**config.mk**
```make
export PLATFORM = sky130hd
export DESIGN_NAME = sipo_rx
export DESIGN_NICKNAME = d
export VERILOG_FILES = /design/src/rtl/sipo_piso_pkg.sv /design/src/rtl/sipo_hold_reg.sv /design/src/rtl/sipo_rx.sv
export SDC_FILE = /design/constraint.sdc
export NUM_CORES = 1
export LEC_CHECK = 0
export ABC_AREA = 1
export BUFFER_PORTS_ARGS = -buffer_cell sky130_fd_sc_hd__clkbuf_2
export CORE_AREA = 4 4 50 61
export CTS_CLUSTER_SIZE = 16
export DETAILED_ROUTE_END_ITERATION = 16
export DIE_AREA = 0 0 54 65
export GPL_ROUTABILITY_DRIVEN = 0
export PLACE_DENSITY = 0.67
export SYNTH_ARGS = -nofsm -noshare
export SYNTH_HDL_FRONTEND = slang
export SYNTH_SLANG_ARGS = --single-unit
```
**constraint.sdc**
```tcl
create_clock -name clk -period 1.22 [get_ports clk]
set_input_delay 0.122 -clock clk [delete_from_list [all_inputs] [get_ports clk]]
set_output_delay 0.122 -clock clk [all_outputs]
set_load 0.02 [all_outputs]
```
**src/rtl/sipo_piso_pkg.sv**
```systemverilog
// Shared definitions for the serial link endpoints (SIPO receiver / PISO shifter).
// Holds the bit-order encoding both ends agree on and the receiver FSM states.
package sipo_piso_pkg;

    // Bit-order encoding: LSB_FIRST puts the first serial bit in word bit 0.
    localparam int unsigned LSB_FIRST = 32'd0;
    localparam int unsigned MSB_FIRST = 32'd1;

    // Receiver framing state: IDLE means no partial word is held.
    typedef enum logic [0:0] {
        IDLE  = 1'b0,
        SHIFT = 1'b1
    } state_e;

endpackage

```
**src/rtl/sipo_hold_reg.sv**
```systemverilog
// Output holding register for the SIPO receiver: presents completed words on a
// valid/ready interface and flags words lost because the register was full.
module sipo_hold_reg
    import sipo_piso_pkg::*;
#(
    parameter int unsigned WIDTH = 32'd8
) (
    input  logic             clk,
    input  logic             rst,
    input  logic [WIDTH-1:0] word,
    input  logic             word_done,
    input  logic             dout_ready,
    input  logic             clr_overrun,
    output logic [WIDTH-1:0] dout,
    output logic             dout_valid,
    output logic             overrun
);

    logic accept_s;
    logic drop_s;

    // Decide whether a completing word is loaded or dropped; a transfer on the
    // same edge frees the register, so the new word is still accepted.
    always_comb begin
        accept_s = 1'b0;
        drop_s   = 1'b0;
        if (word_done) begin
            if (!dout_valid || dout_ready) begin
                accept_s = 1'b1;
            end else begin
                drop_s = 1'b1;
            end
        end else begin
            accept_s = 1'b0;
            drop_s   = 1'b0;
        end
    end

    // Holding register, valid flag and sticky overrun (set dominates clear).
    always_ff @(posedge clk or posedge rst) begin
        if (rst) begin
            dout       <= {WIDTH{1'b0}};
            dout_valid <= 1'b0;
            overrun    <= 1'b0;
        end else begin
            if (accept_s) begin
                dout       <= word;
                dout_valid <= 1'b1;
            end else if (dout_valid && dout_ready) begin
                dout_valid <= 1'b0;
            end else begin
                dout_valid <= dout_valid;
            end

            if (drop_s) begin
                overrun <= 1'b1;
            end else if (clr_overrun) begin
                overrun <= 1'b0;
            end else begin
                overrun <= overrun;
            end
        end
    end

endmodule

```
**src/rtl/sipo_rx.sv**
```systemverilog
// Serial-in, parallel-out receiver. Samples ser on every clk edge where
// shift_en is high, assembles WIDTH-bit words in the configured bit order and
// hands them to a valid/ready holding register. sync realigns the framing.
module sipo_rx
    import sipo_piso_pkg::*;
#(
    parameter int unsigned WIDTH     = 32'd8,
    parameter int unsigned MSB_FIRST = LSB_FIRST
) (
    input  logic             clk,
    input  logic             rst,
    input  logic             ser,
    input  logic             shift_en,
    input  logic             sync,
    output logic [WIDTH-1:0] dout,
    output logic             dout_valid,
    input  logic             dout_ready,
    output logic             busy,
    output logic             overrun,
    input  logic             clr_overrun
);

    localparam int unsigned     CW        = $clog2(WIDTH);
    localparam logic [CW-1:0]   LAST_CNT  = CW'(WIDTH - 32'd1);
    localparam logic [CW-1:0]   ONE_CNT   = CW'(32'd1);
    localparam bit              MSB_ORDER = (MSB_FIRST != LSB_FIRST);

    state_e           state_r;
    logic [WIDTH-1:0] shreg_r;
    logic [CW-1:0]    bit_cnt_r;

    logic [WIDTH-1:0] shifted_s;
    logic [WIDTH-1:0] fresh_s;
    logic [WIDTH-1:0] shreg_nxt_s;
    logic [CW-1:0]    cnt_nxt_s;
    logic             word_done_s;

    // Shift the current ser bit in at the end that matches the bit order;
    // fresh_s is the same shift applied to an empty register (sync restart).
    always_comb begin
        if (MSB_ORDER) begin
            shifted_s = {shreg_r[WIDTH-2:0], ser};
            fresh_s   = {{(WIDTH-1){1'b0}}, ser};
        end else begin
            shifted_s = {ser, shreg_r[WIDTH-1:1]};
            fresh_s   = {ser, {(WIDTH-1){1'b0}}};
        end
    end

    // Next shift register / bit counter; sync takes priority over completion
    // so a realigning edge never emits the discarded partial word.
    always_comb begin
        shreg_nxt_s = shreg_r;
        cnt_nxt_s   = bit_cnt_r;
        word_done_s = 1'b0;
        if (sync) begin
            if (shift_en) begin
                shreg_nxt_s = fresh_s;
                cnt_nxt_s   = ONE_CNT;
            end else begin
                shreg_nxt_s = {WIDTH{1'b0}};
                cnt_nxt_s   = {CW{1'b0}};
            end
        end else if (shift_en) begin
            if (bit_cnt_r == LAST_CNT) begin
                word_done_s = 1'b1;
                shreg_nxt_s = {WIDTH{1'b0}};
                cnt_nxt_s   = {CW{1'b0}};
            end else begin
                shreg_nxt_s = shifted_s;
                cnt_nxt_s   = bit_cnt_r + ONE_CNT;
            end
        end else begin
            shreg_nxt_s = shreg_r;
            cnt_nxt_s   = bit_cnt_r;
        end
    end

    // Framing FSM with registered busy; it tracks bit_cnt_r != 0 exactly.
    always_ff @(posedge clk or posedge rst) begin
        if (rst) begin
            state_r   <= IDLE;
            busy      <= 1'b0;
            shreg_r   <= {WIDTH{1'b0}};
            bit_cnt_r <= {CW{1'b0}};
        end else begin
            shreg_r   <= shreg_nxt_s;
            bit_cnt_r <= cnt_nxt_s;
            case (state_r)
                IDLE: begin
                    if (shift_en) begin
                        state_r <= SHIFT;
                        busy    <= 1'b1;
                    end else begin
                        state_r <= IDLE;
                        busy    <= 1'b0;
                    end
                end
                SHIFT: begin
                    if (word_done_s || (sync && !shift_en)) begin
                        state_r <= IDLE;
                        busy    <= 1'b0;
                    end else begin
                        state_r <= SHIFT;
                        busy    <= 1'b1;
                    end
                end
                default: begin
                    state_r <= IDLE;
                    busy    <= 1'b0;
                end
            endcase
        end
    end

    sipo_hold_reg #(
        .WIDTH(WIDTH)
    ) u_hold (
        .clk        (clk),
        .rst        (rst),
        .word       (shifted_s),
        .word_done  (word_done_s),
        .dout_ready (dout_ready),
        .clr_overrun(clr_overrun),
        .dout       (dout),
        .dout_valid (dout_valid),
        .overrun    (overrun)
    );

endmodule
```
Yosys cells after proc, flatten, opt, wreduce, memory -nomap -nowiden. Cells that the tools add are included.

Bits in registers: 22. Input bits: 7.

Eq/ne operators: 1. Muxes and demuxes: 22. Reduce and logical (&&, ||, !) cells: 9. Bitwise operators: 1. Add/sub/neg operators: 1.

Operator list (count): 8-bit two-way mux (4); 1-bit two-way mux (14); 3-bit two-way mux (3); 2-bit nonzero test (3); 3-bit by 1-bit adder with 3-bit output, second input constant (1); 3-bit equality test, second input constant (1); 1-bit logical AND (2); 1-bit zero test (2); 1-bit logical OR (2); 1-bit one-hot mux with 2 select lines (1); 1-bit NOT (1).

Logic depth before layout (Yosys ltp).
Depth after elaboration: 7. Mapped depth: 7.

By module. A second synthesis with hierarchy kept.

Cell total of the unflattened synthesis: 103. Area total of the unflattened synthesis: 993.5 µm².

Modules (own cells, without submodules): sipo_rx (area each 515.5 µm², sequential area each 275.3 µm², times used 1, cells each 59); sipo_hold_reg (area each 478.0 µm², sequential area each 250.2 µm², times used 1, cells each 44).

Worst setup path after synthesis. Ideal clock, no wire load.

Path kind: register to register. Start: register bit_cnt_r[0]. End: register u_hold.dout[0]. Setup slack: -0.020 ns. Stages on the path, launching flop included: 8. Arrival: 1.123 ns. Clock period less this slack: 1.240 ns. Setup time: 0.117 ns. Cells stage by stage: dfrtp_1 ha_1 ha_1 nand2_2 nor2_4 nand2_4 nand2_1 nand2_1.

Cells in the longest elaborated chain, start to end: 5.

Ends and longest elaborated chain: start: declaration (line sipo_rx.sv:30) `logic [CW-1:0] bit_cnt_r;`; start signal: assignment (line sipo_rx.sv:85) `bit_cnt_r <= {CW{1'b0}};`; start signal: assignment (line sipo_rx.sv:88) `bit_cnt_r <= cnt_nxt_s;`; 3-bit equality test (line sipo_rx.sv:65) `if (bit_cnt_r == LAST_CNT) begin`; 1-bit two-way mux (line sipo_rx.sv:65); 1-bit two-way mux (line sipo_rx.sv:64) `end else if (shift_en) begin`; 1-bit two-way mux (line sipo_rx.sv:56) `if (sync) begin`; 1-bit two-way mux (line sipo_hold_reg.sv:27) `if (word_done) begin`; end signal: assignment (line sipo_hold_reg.sv:42) `dout <= {WIDTH{1'b0}};`; end signal: assignment (line sipo_hold_reg.sv:47) `dout <= word;`; end: declaration (line sipo_hold_reg.sv:14) `output logic [WIDTH-1:0] dout,`.

Every way passes these cells. A chain may end at the register's enable or synchronous reset.

Worst setup path in the final report.
Start: register bit_cnt_r[1]. End: register shreg_r[6].

Cells in the longest elaborated chain, start to end: 4.

Ends and longest elaborated chain: 3-bit equality test (line sipo_rx.sv:65); 8-bit two-way mux (line sipo_rx.sv:65); 8-bit two-way mux (line sipo_rx.sv:64); 8-bit two-way mux (line sipo_rx.sv:56); end signal: assignment (line sipo_rx.sv:84) `shreg_r <= {WIDTH{1'b0}};`; end signal: assignment (line sipo_rx.sv:87) `shreg_r <= shreg_nxt_s;`; end: declaration (line sipo_rx.sv:29) `logic [WIDTH-1:0] shreg_r;`.

Every way passes these cells. The select of a mux whose other input is x is not followed.

==> flow_summary.ini <==
[drt]
routedWlPerCell_um = 11.8
routed_via_density = 4.63
drc = 0
ant_nets = 0
drt-initial-drc-count = 7
dr_total_vias = 722
drt-total-wl_mm = 1.85
dr.pass1.iters = 2

[synth]
synth_cell_types = 15
syn-num-nets = 105
seq_area_frac_synth = 0.587
synth_top_area_cell = dfrtp_1
syn_inst = 96
synth-seq-cells = 21
synth_area_leaders = dfrtp_1 59%, nand2_1 13%, nand3_1 7.8%
avgSynthCellArea_um2 = 9.33
synthesis.area_um2 = 896
synth_top_area_frac = 0.587
yosysWarnings = 0

[worst_setup_path]
endpoint_kind = register
path_max_fanout = 4
r2r-end = shreg_r[6]
path_class = reg -> reg
critPathArrivalTime_ns = 1.52
r2r_setup_slack_ns = -0.05
cp-start-kind = register
rr_startpoint = bit_cnt_r[1]
r2r_cells = 6
worst_ep_required_time_ns = 1.46

[floorplanning]
die_w_um = 54
die_area_mm2 = 0.00351
rows = 20
initial_core_util = 0.362
design.core.area_mm2 = 0.00248
design.portCount = 18
die_h_um = 65

[timing]
clock.fmax_mhz = 785
finalSetupViolations = 13
setup_ws_ns = -0.0546
rsz0062_at_grt = yes
min_period_ns = 1.27
maxSlewHeadroom = 0.825
tightest_slew_ns = 0.262
holdWs_ns = 0.0565
hold_viol = 0
post-route-period-util = 1.04
fin_skew_ns = 0.00604
drv_slew = 0

[clock_network]
tritoncts = yes
htree_levels = 1
clock_path_buffers = 2
root_buffer = clkbuf_4
path_clk_slew_ns = 0.11
cts_buffers = 3
worstSkewPairLatency_ns = 0.31
clock_sinks = 21

[placement]
place_ws_ns = -0.0938
port_buffers = 17
dp_cells = 149
postPlaceCellArea_mm2 = 0.00107
dp_hpwl_mm = 1.37

[cells_and_area]
area_growth_pct = 30.3
regArea_um2 = 526
finalNonFillerCells = 156
nets = 133
antenna_cells = 0
fin_area_mm2 = 0.00117
n_fill_cell = 239
multi_input_area_um2 = 370
drive_gt1_frac = 0.341

[run_status]
outcome = complete, but fails checks
violations = setup timing

[grt]
grt_usage = 0.131
antenna_found_initial = 0
grt_pass1_wl_mm = 3.38
grt_max_degree = 22
first_global_vias = 815
grt-ovfl-total = 0

[job]
cap_violations = 0

[power_and_ir_drop]
vdd_drop_max_mv = 0.582
power_density_mw_per_mm2 = 995
cellLeakagePower_uw = 0.000610

[hold_path]
whs_endpoint = u_hold.dout[7]
whs_path_depth = 3
min_path_type = in -> reg
holdCritStartpoint = ser
-- sequential cells by signal, indices dropped and copies added (netlist names) --
signal,count
u_hold.dout_valid,1
state_r,1
u_hold.dout,8
bit_cnt_r,3
u_hold.overrun,1
shreg_r,7
-- cell families (layout without fill, tap and decap cells) --
| kind of cell | after synthesis | count (layout) | synth area share |
|---|---|---|---|
| fa+ha+maj | 2 | 2 | 0.0279 |
| compound gates | 9 | 9 | 0.0517 |
| simple gates | 52 | 52 | 0.278 |
| flops | 21 | 21 | 0.587 |
| buf+inv | 12 | 39 | 0.0559 |
-- layout make-up --
type / count / area share
inverters: 10 / 0.0343
clock inverters: 1 / 0.00429
flip-flops and latches: 21 / 0.450
multi-input cells: 63 / 0.317
clock buffers: 3 / 0.0193
repair buffers: 25 / 0.139
well taps: 33 / 0.0354
-- worst max-delay path, stage by stage, from the launching register on --
cell and delay [ns]:
dfrtp_1 0.41, ha_2 0.20, ha_4 0.17, buf_4 0.15, inv_4 0.07, nand3_4 0.09
o21ai_2 0.13
-- Yosys cell counts --
cell type,instances
nor2_4,2
dfrtp_1,21
inv_2,1
o21ai_0,8
nand3_2,1
ha_1,2
nand2_1,31
inv_1,9
nand2_2,1
o22ai_1,1
buf_2,1
nand3_1,14
nand2_4,1
buf_4,1
nand4_1,2
-- placed cells by master (no fill, tap or decap) --
master	n
clkbuf_2	17
o22ai_1	1
o21ai_2	4
ha_2	1
buf_4	5
clkinv_2	1
nand2_4	2
inv_1	8
inv_2	1
nand3_2	1
nor2_4	2
o21ai_1	3
clkbuf_4	3
nand3_4	1
dlygate4sd3_1	2
inv_4	1
dfrtp_1	21
nand4_1	2
nand2_2	1
nand2_1	30
o21ai_0	1
ha_4	1
nand3_1	13
buf_12	1
-- power breakdown --
part	switching [uW]	internal [uW]
sequential	12.0	713
combinational	65.9	38.9
clock	210	122
total	287	874
-- metrics by stage --
step	TNS (ns)	power (uW)	util
after CTS	-0.444	1180	0.467
final	-0.382	1160	0.471
after global routing	-1.58	1240	0.471
after detailed placement	-0.619	832	0.434
after global placement	-0.123	827	0.434
after floorplan	0	793	-
-- how the worst max path moves through the flow --
stage                                 to          from  slack (ns)  cells after the start
after floorplan           u_hold.dout[0]  bit_cnt_r[0]       0.001                      7
after global placement        shreg_r[3]  bit_cnt_r[1]       -0.04                      6
after detailed placement      shreg_r[3]  bit_cnt_r[0]       -0.09                      6
after CTS                 u_hold.dout[4]  bit_cnt_r[1]       -0.05                      7
after global routing      u_hold.dout[2]  bit_cnt_r[1]       -0.12                      7
final                         shreg_r[6]  bit_cnt_r[1]       -0.05                      6
-- metal layers --
metal | share of wire | track usage | wire length [um] | vias up
li1 | - | - | - | 363
met1 | 0.39 | 0.131 | 718 | 342
met2 | 0.55 | 0.241 | 1010 | 11
met3 | 0.033 | 0.0299 | 60 | 6
met4 | 0.031 | 0.0623 | 58 | 0
met5 | 0 | 0 | 0 | -
-- repair_timing --
| item | CTS | global route |
|---|---|---|
| hold buffers | 2 | 0 |
| pin swaps | 8 | 2 |
| buffers inserted | 1 | 0 |
| setup endpoints to repair | 14 | 19 |
| resized for setup | 11 | 6 |
| endpoints found under the hold margin | 22 | 0 |
No activity file was read; power rests on OpenSTA's default activity.
